==> src/rtl/t5_defs.sv <==
// Shared definitions for the t5 data-bus unit: fn3 size codes, mexc bit
// positions, FSM states and the lane-select / alignment helpers.
package t5_defs;

  localparam logic [1:0] FN3_B = 2'd0;
  localparam logic [1:0] FN3_H = 2'd1;
  localparam logic [1:0] FN3_W = 2'd2;
  localparam int FN3_UNS = 2;

  localparam int MEXC_MIS  = 0;
  localparam int MEXC_BERR = 1;

  typedef enum logic [1:0] {
    IDLE = 2'd0,
    BUSY = 2'd1,
    DONE = 2'd2
  } state_t;

  // Size code 3 has no encoding of its own and behaves as a word.
  function automatic logic [3:0] lane_sel(input logic [1:0] size, input logic [1:0] adr_lo);
    case (size)
      FN3_B:   lane_sel = 4'b0001 << adr_lo;
      FN3_H:   lane_sel = adr_lo[1] ? 4'b1100 : 4'b0011;
      default: lane_sel = 4'b1111;
    endcase
  endfunction

  function automatic logic misaligned(input logic [1:0] size, input logic [1:0] adr_lo);
    case (size)
      FN3_B:   misaligned = 1'b0;
      FN3_H:   misaligned = adr_lo[0];
      default: misaligned = |adr_lo;
    endcase
  endfunction

endpackage

==> src/rtl/t5_ldext.sv <==
// Load extractor: picks the addressed byte/half out of a bus word and
// sign- or zero-extends it; word loads pass straight through.
module t5_ldext
  import t5_defs::*;
(
  input  logic [2:0]  fn3,
  input  logic [1:0]  adr_lo,
  input  logic [31:0] rdt,
  output logic [31:0] ldt
);

  logic [31:0] rdt_sh;
  logic [7:0]  byte_v;
  logic [15:0] half_v;
  logic        sx;

  always_comb begin
    rdt_sh = rdt >> {adr_lo, 3'b000};
    byte_v = rdt_sh[7:0];
    half_v = adr_lo[1] ? rdt[31:16] : rdt[15:0];
    sx     = ~fn3[FN3_UNS];
    case (fn3[1:0])
      FN3_B:   ldt = {{24{sx & byte_v[7]}}, byte_v};
      FN3_H:   ldt = {{16{sx & half_v[15]}}, half_v};
      default: ldt = rdt;
    endcase
  end

endmodule

==> src/rtl/t5_dbus.sv <==
// Data-bus load/store unit: accepts one execute-stage request, runs the
// stb/ack handshake with a timeout, and returns aligned load data or a trap flag.
module t5_dbus
  import t5_defs::*;
#(
  parameter int TOUT = 16
) (
  input  logic        sclk,
  input  logic        srst_n,
  input  logic        sena,
  input  logic        xld,
  input  logic        xst,
  input  logic [2:0]  xfn3,
  input  logic [31:0] xadr,
  input  logic [31:0] xdat,
  output logic [29:0] dwb_adr,
  output logic [31:0] dwb_dat,
  output logic [3:0]  dwb_sel,
  output logic        dwb_we,
  output logic        dwb_stb,
  input  logic        dwb_ack,
  input  logic [31:0] dwb_rdt,
  output logic        dstall,
  output logic [31:0] mldt,
  output logic        mlvd,
  output logic [1:0]  mexc
);

  localparam int CW = $clog2(TOUT + 1);

  state_t        state, state_nxt;
  logic [CW-1:0] cnt;
  logic [2:0]    fn3_q;
  logic [1:0]    adr_lo_q;
  logic          ld_q;
  logic          req, mis, accept, tout_hit;
  logic [31:0]   ldt;

  assign req      = (xld | xst) & sena;
  assign mis      = misaligned(xfn3[1:0], xadr[1:0]);
  assign accept   = (state == IDLE) & req & ~mis;
  assign tout_hit = (cnt == CW'(TOUT - 1));

  t5_ldext u_ldext (
    .fn3    (fn3_q),
    .adr_lo (adr_lo_q),
    .rdt    (dwb_rdt),
    .ldt    (ldt)
  );

  always_ff @(posedge sclk or negedge srst_n) begin
    if (!srst_n) state <= IDLE;
    else         state <= state_nxt;
  end

  // An ack on the final timeout cycle takes priority over the bus error.
  always_comb begin
    state_nxt = state;
    dstall    = 1'b0;
    mlvd      = 1'b0;
    case (state)
      IDLE: begin
        dstall = accept;
        if (accept) state_nxt = BUSY;
      end
      BUSY: begin
        dstall = 1'b1;
        if (dwb_ack)       state_nxt = DONE;
        else if (tout_hit) state_nxt = IDLE;
      end
      DONE: begin
        mlvd      = ld_q;
        state_nxt = IDLE;
      end
      default: state_nxt = IDLE;
    endcase
  end

  always_ff @(posedge sclk or negedge srst_n) begin
    if (!srst_n) begin
      dwb_adr  <= '0;
      dwb_dat  <= '0;
      dwb_sel  <= '0;
      dwb_we   <= 1'b0;
      dwb_stb  <= 1'b0;
      fn3_q    <= '0;
      adr_lo_q <= '0;
      ld_q     <= 1'b0;
      cnt      <= '0;
      mldt     <= '0;
      mexc     <= '0;
    end else begin
      mexc <= '0;
      case (state)
        IDLE: begin
          if (accept) begin
            dwb_adr  <= xadr[31:2];
            dwb_dat  <= xdat;
            dwb_sel  <= lane_sel(xfn3[1:0], xadr[1:0]);
            dwb_we   <= xst;
            dwb_stb  <= 1'b1;
            fn3_q    <= xfn3;
            adr_lo_q <= xadr[1:0];
            ld_q     <= ~xst;
            cnt      <= '0;
          end else if (req) begin
            mexc[MEXC_MIS] <= 1'b1;
          end
        end
        BUSY: begin
          cnt <= cnt + CW'(1);
          if (dwb_ack) begin
            dwb_stb <= 1'b0;
            if (ld_q) mldt <= ldt;
          end else if (tout_hit) begin
            dwb_stb         <= 1'b0;
            mexc[MEXC_BERR] <= 1'b1;
          end
        end
        default: ;
      endcase
    end
  end

endmodule
==> config.mk <==
export PLATFORM = sky130hd
export DESIGN_NAME = t5_dbus
export DESIGN_NICKNAME = d
export VERILOG_FILES = /design/src/rtl/t5_defs.sv /design/src/rtl/t5_ldext.sv /design/src/rtl/t5_dbus.sv
export SDC_FILE = /design/constraint.sdc
export NUM_CORES = 1
export LEC_CHECK = 0
export ABC_AREA = 1
export CAP_MARGIN = 40
export CORE_MARGIN = 8
export CORE_UTILIZATION = 35
export DETAILED_ROUTE_END_ITERATION = 12
export PLACE_DENSITY = 0.69
export SYNTH_ARGS = -nofsm -noshare
export SYNTH_HDL_FRONTEND = slang
export SYNTH_SLANG_ARGS = --single-unit
==> constraint.sdc <==
create_clock -name sclk -period 1.9 [get_ports sclk]
set_clock_uncertainty 0.05 [all_clocks]
set_input_delay 0.38 -clock sclk [delete_from_list [all_inputs] [get_ports sclk]]
set_output_delay 0.38 -clock sclk [all_outputs]
set_load 0.03 [all_outputs]
## Yosys cells after proc, flatten, opt, wreduce, memory -nomap -nowiden

Cells that the tools add are included.

| word-level totals | value |
|---|---|
| register bits after elaboration | 115 |
| bits of input ports | 105 |

| operators by class | value |
|---|---|
| $add $sub $neg | 1 |
| equal/unequal tests | 7 |
| shift operators | 2 |
| mux-type cells | 23 |
| bitwise logic cells | 9 |
| reduce and logical (&&, ||, !) cells | 10 |

Operator list:

| kind | number |
|---|---|
| $pmux 32 s2 | 1 |
| $shr 32x5->8 | 1 |
| $mux 16 | 1 |
| $mux 1 | 10 |
| $pmux 5 s2 | 1 |
| $pmux 4 s2 | 1 |
| $eq 2x1->1 const B | 3 |
| $logic_not 2->1 | 3 |
| $mux 2 | 3 |
| $pmux 1 s2 | 3 |
| $reduce_and 2->1 | 3 |
| $reduce_and 3->1 | 2 |
| $add 5x1->5 const B | 1 |
| $and 1x1->1 | 5 |
| $eq 5x4->1 const B | 1 |
| $mux 5 | 1 |
| $mux 4 | 1 |
| $pmux 2 s2 | 1 |
| $shl 1x2->4 const A | 1 |
| $ne 3x3->1 const B | 1 |
| $not 1->1 | 3 |
| $eq 2x2->1 const B | 1 |
| $ne 2x2->1 const B | 1 |
| $reduce_bool 2->1 | 1 |
| 2 further kinds | 2 |

## Logic depth before layout (Yosys ltp)

| depth | value |
|---|---|
| depth after elaboration | 6 |
| gate-level depth with buffers | 10 |
| depth with buffers taken out | 9 |

## Modules after synthesis

Synthesis repeated with hierarchy kept, for this count alone.

| unflattened totals | value |
|---|---|
| cells, all modules | 668 |
| area, all modules | 5450.2 um^2 |

Modules (own cells, without submodules):

| module | instances | cells an instance | area each (um^2) |
|---|---|---|---|
| t5_dbus | 1 | 514 | 4544.4 |
| t5_ldext | 1 | 154 | 905.9 |

## Worst setup path after synthesis

OpenSTA, ideal clock, no wires.

| timing path | value |
|---|---|
| path type | register to output |
| start | register state[0] |
| end | output port mlvd |
| arrival time | 1.116 ns |
| required time | 1.470 ns |
| setup slack | 0.354 ns |
| cell stages (with the launch flop) | 2 |
| buffers on the path | 0 |
| cells stage by stage | dfrtp_1 nor3_1 |

| between the ends | value |
|---|---|
| word-level cells in the longest chain between the ends | 2 |

Ends and longest elaborated chain:

| what | RTL line | RTL |
|---|---|---|
| start: declaration | t5_dbus.sv:31 | `state_t state, state_nxt;` |
| start signal: assignment | t5_dbus.sv:53 | `else state <= state_nxt;` |
| $eq 2x2->1 | t5_dbus.sv:61 | `case (state)` |
| $mux 1 | t5_dbus.sv:61 |  |
| end: declaration | t5_dbus.sv:25 | `output logic mlvd,` |

No other way between the ends.

## Worst setup path after layout

| timing path | value |
|---|---|
| start | register mldt[8] |
| end | output port mldt[8] |

RTL lines:

| what | RTL line | RTL |
|---|---|---|
| start: declaration | t5_dbus.sv:24 | `output logic [31:0] mldt,` |
| start signal: assignment | t5_dbus.sv:114 | `if (ld_q) mldt <= ldt;` |

No word-level cell between the ends.

==> results.md <==
Power and ir drop:
- In this run the static leakage power is 4.59 nW.
- The internal portion of the total power is 7.05 mW.
- The power dissipated by switching net loads is 4.93 mW.
- The proportion of power drawn by combinational gates is 43.0%.
- For this design the ratio of total power to cell area is 1460 nW/um^2.
- The clock network accounts for 24.9% of the total power.
- The part of the power in registers is 32.0%.
- The total design power is 12.0 mW.
- Of the total power, the share spent switching nets is 41.1%.
- The maximum VDD drop is 0.000728 V.

Timing:
- The max-slew violation count is 0.
- Setup repair after global routing could not meet its margin everywhere.
- The final worst setup slack is 0.0320 ns.
- The worst path uses 98.3% of the clock period.
- In this run the tightest slew margin relative to its limit is 61.9%.
- The total count of hold-check failures in the final report is 0.
- The number of failing setup endpoints in the final timing report is 0.
- The worst path in the final design needs a cycle of 1.87 ns, including I/O delays and setup.
- After routing, the total negative slack on setup checks comes to 0 ns.
- For the pin with the worst max-slew slack, the measured transition is 0.571 ns.
- The hold slack is 0.320 ns.
- The fmax is 535 MHz.

Worst setup path:
- Data on the critical path is required at its endpoint by 1.47 ns.
- In this run the critical register-to-register path is captured at mldt[14].
- The largest single stage delay on the critical path is 0.68 ns.
- The critical path class is flip-flop to output pin.
- The critical path arrival is 1.44 ns.
- Counting cells, the worst reg-to-reg path comes to 9.
- The kind of end point of the critical path is an output pin.
- Across all register-to-register paths, the minimum setup slack is 0.27 ns.
- The launch point of the worst reg-to-reg path is adr_lo_q[1].
- In this run the worst path has a maximum fanout of 2.
- The critical path launch point type is a flip-flop.
- The buffer and inverter count on the worst path is 1.
- The largest delay contributor family on the critical path is buffers and inverters.
- Walking the worst path, the cells encountered are clkdlybuf4s50_1.
- For this design, the slowest cell found on the critical path is clkdlybuf4s50_1.

Layout:
- The share of layout cells above drive strength 1 is 11.0%.
- After the last flow step, the layout net total stands at 957.
- The area added between synthesis and finish is 59.2%.
- In the final layout, flip-flops and latches occupy 2880 sq um.
- Summing all non-filler instances in the final layout gives an area of 8200 sq um.
- The multi-input combinational cells in the finished layout cover a total of 2000 sq um.
- After filler insertion, the fill cell instance count of the layout stands at 1332.

Floorplanning:
- The initial cell density of the core is 35.6%.
- After floorplanning, the core was divided into 44 placement rows.
- The die width is 137 um.
- The number of placed I/O pins is 209.
- In this run the standard cell core region covers 14500 sq um.
- The die boundary height is 137 um.
- The total die area is 18900 sq um.

CTS:
- The insertion delay of the later-clocked pin in the worst-skew pair is 0.41 ns.
- The clock net sink count is 115.
- After clock tree synthesis, the clock-pin slew on the worst setup and hold paths is 0.05 ns.
- Counting along the longest clock path gives a buffer depth of 2.
- The clock tree from TritonCTS is done.
- The clock tree synthesis step divided the H-tree into 4 levels.
- The number of clock buffers added by TritonCTS is 17.
- In this run the clock root is driven by a clkbuf_16.

Logic synthesis:
- Of the total synthesized cell area, the portion taken by XOR and XNOR cells is 0.170%.
- By instance count, the leading cell after synthesis is nand2_1.
- The count of yosys warnings during synthesis is 0.
- The per-instance average area after synthesis is 8.24 sq um.
- Yosys attributes the largest share of cell area to dfrtp_1, nand2_1, a21oi_1.
- After technology mapping, the gate count stands at 625.
- The share of the synthesized area in the top cell type is 55.9%.
- The biggest area contributor in the post-synthesis netlist is dfrtp_1.
- The largest family of logic cells by synthesized area is simple AND/OR/NAND/NOR gates.
- The share of the synthesized area in compound gates (AO/OA/AOI/OAI) is 8.64%.
- The net count of the mapped netlist is 732.
- Synthesis inferred 115 register bits.
- The multiplexer area fraction after synthesis is 0%.
- After Yosys synthesis, full adders, half adders and majority gates account for 0.486% of the synthesized area.
- The sequential element share of the synthesized area is 55.9%.
- Among all flip-flop cells after synthesis, the most frequent one is dfrtp_1.
- The number of flops mapped to enable cells by yosys is 0.
- The area of the mapped netlist is 5150 sq um.
- The number of distinct library cells after synthesis is 28.
- The commonest cells after synthesis are nand2_1, dfrtp_1, a21oi_1.
- Of the total synthesized cell area, the portion taken by AND, OR, NAND and NOR gates is 29.1%.
- The fraction of registers with async set/reset is 100%.

Placed design:
- OpenSTA, run right after detailed placement, puts the worst setup slack at -0.136 ns.
- The count of buffers added on input and output ports is 208.
- Detailed placement finished with a half-perimeter wire length of 12400 um.
- The routability congestion estimate is 0.788.
- Summing all placed instances gives a cell area of 7530 sq um.

Route:
- In the routed design, unresolved DRC markers number 0.
- The routed layout has 4868 vias.
- Before antenna repair, the detailed router went through 5 iterations.
- The number of antenna-violating nets in the routed design is 0.
- The detail-routed via count per cell is 4.65.
- The detailed router finished its first iteration with 305 violations.
- The final routed wirelength across all metal layers is 16900 um.
- The final routed wire length divided by cell count is 16.2 um.

Global routing:
- The first global-routing pass estimated 26400 um of wire.
- The largest net degree at the start of global routing is 46.
- The number of antenna violations at the first check in global routing is 1.
- The total global routing track utilization is 18.1%.
- The number of global-route vias before repair is 5053.
- For this run the aggregate overflow at the end of global routing stands at 0.

Flow run:
- Across the run, the number of max-cap violations was 0.

Run status:
- The run finished with clean final reports.

Min path:
- The path with the worst hold slack has its endpoint at dwb_sel[2].
- The worst hold path begins at xadr[0].
- The path category of the worst min-delay check is primary input to flip-flop.
- The number of cells on the worst hold path is 4.
## power groups by stage
stage / Clock (mW) / Sequential [mW] / Combinational [mW]
after floorplan: 0 / 5.37 / 1.54
after global placement: 0 / 3.87 / 5.46
after detailed placement: 0 / 3.87 / 5.51
after CTS: 3.04 / 3.86 / 5.27
after global routing: 3.15 / 3.96 / 5.58
final: 2.98 / 3.84 / 5.15
## sequential cells by signal (all words and copies together) (netlist names), 2 cells and up
register  flops
dwb_sel       4
cnt           5
dwb_adr      30
adr_lo_q      2
state         2
mexc          2
mldt         32
fn3_q         3
dwb_dat      32
## routing by layer
layer / GRT usage [%] / routed length, um / part of all wire (%)
met1: 21.1 / 6860 / 41
met3: 10.9 / 2500 / 15
met2: 27.2 / 7370 / 44
met4: 5.31 / 182 / 1.1
met5: 0 / 8 / 0.047
## placed cells by master (no fill, tap or decap), drive strengths merged
| cell | count |
|---|---|
| nand2 | 309 |
| dfrtp | 115 |
| clkdlybuf4s50 | 105 |
| dlygate4sd2 | 54 |
| a21oi | 51 |
| dlymetal6s2s | 46 |
| nor2 | 32 |
| inv | 30 |
| buf | 29 |
| o21ai | 25 |
| clkbuf | 19 |
| nand3 | 17 |
| or2 | 8 |
| clkinvlp | 6 |
| clkinv | 6 |
| nor3 | 2 |
| o22ai | 2 |
| ha | 2 |
| diode | 1 |
| o21a | 1 |
| xor2 | 1 |
| bufinv | 1 |
| dlygate4sd3 | 1 |
| clkdlybuf4s15 | 1 |
## final cells by class
| class | count | share of cell area (%) |
|---|---|---|
| tap | 184 | 2.81 |
| inverter | 30 | 1.46 |
| sequential | 115 | 35.1 |
| clock inverter | 13 | 1.37 |
| timing repair buffer | 236 | 29.5 |
| multi-input combinational | 450 | 24.4 |
| clock buffer | 19 | 5.40 |
| antenna | 1 | 0.0305 |
## how the worst max path moves through the flow
stage,from,to,depth (start not counted)
2_1_floorplan,state[0],mlvd,1
3_3_place_gp,xfn3[1],dstall,5
3_5_place_dp,xfn3[1],dstall,5
4_1_cts,mldt[12],mldt[12],1
5_1_grt,state[1],mlvd,3
6_report,mldt[8],mldt[8],1
## what timing repair did
action	in CTS	in global routing
gates resized for setup	62	48
pin swaps	2	3
buffers inserted	0	4
endpoints found under the setup margin	53	46
hold buffers	1	0
hold endpoints to repair	29	0
## worst register-to-register path, cell delays in order, from the launching register on
cell and delay (ns):
dfrtp_1 0.64, inv_4 0.05, nand2_1 0.07, nand2_1 0.09, nand2_2 0.09, nand2_1 0.07
nand2_1 0.24, nand2_1 0.10, nand2_1 0.07, nand2_1 0.06
## logic make-up (layout without fill, tap and decap cells)
| kind of cell | count (synthesis) | after routing |
|---|---|---|
| DFF | 115 | 115 |
| AOI/OAI and AO/OA | 79 | 79 |
| buffers and inverters | 60 | 298 |
| other | 0 | 1 |
| adders and majority gates | 2 | 2 |
| and+or+nand+nor | 368 | 368 |
| xor gates and xnor gates | 1 | 1 |
## through the flow
step	util, %	std cells
after floorplan	-	625
after global placement	52.0	1010
after detailed placement	52.0	1010
after CTS	55.6	1043
after global routing	56.6	1047
final	56.7	1048
(Power assumes the default switching activity.)
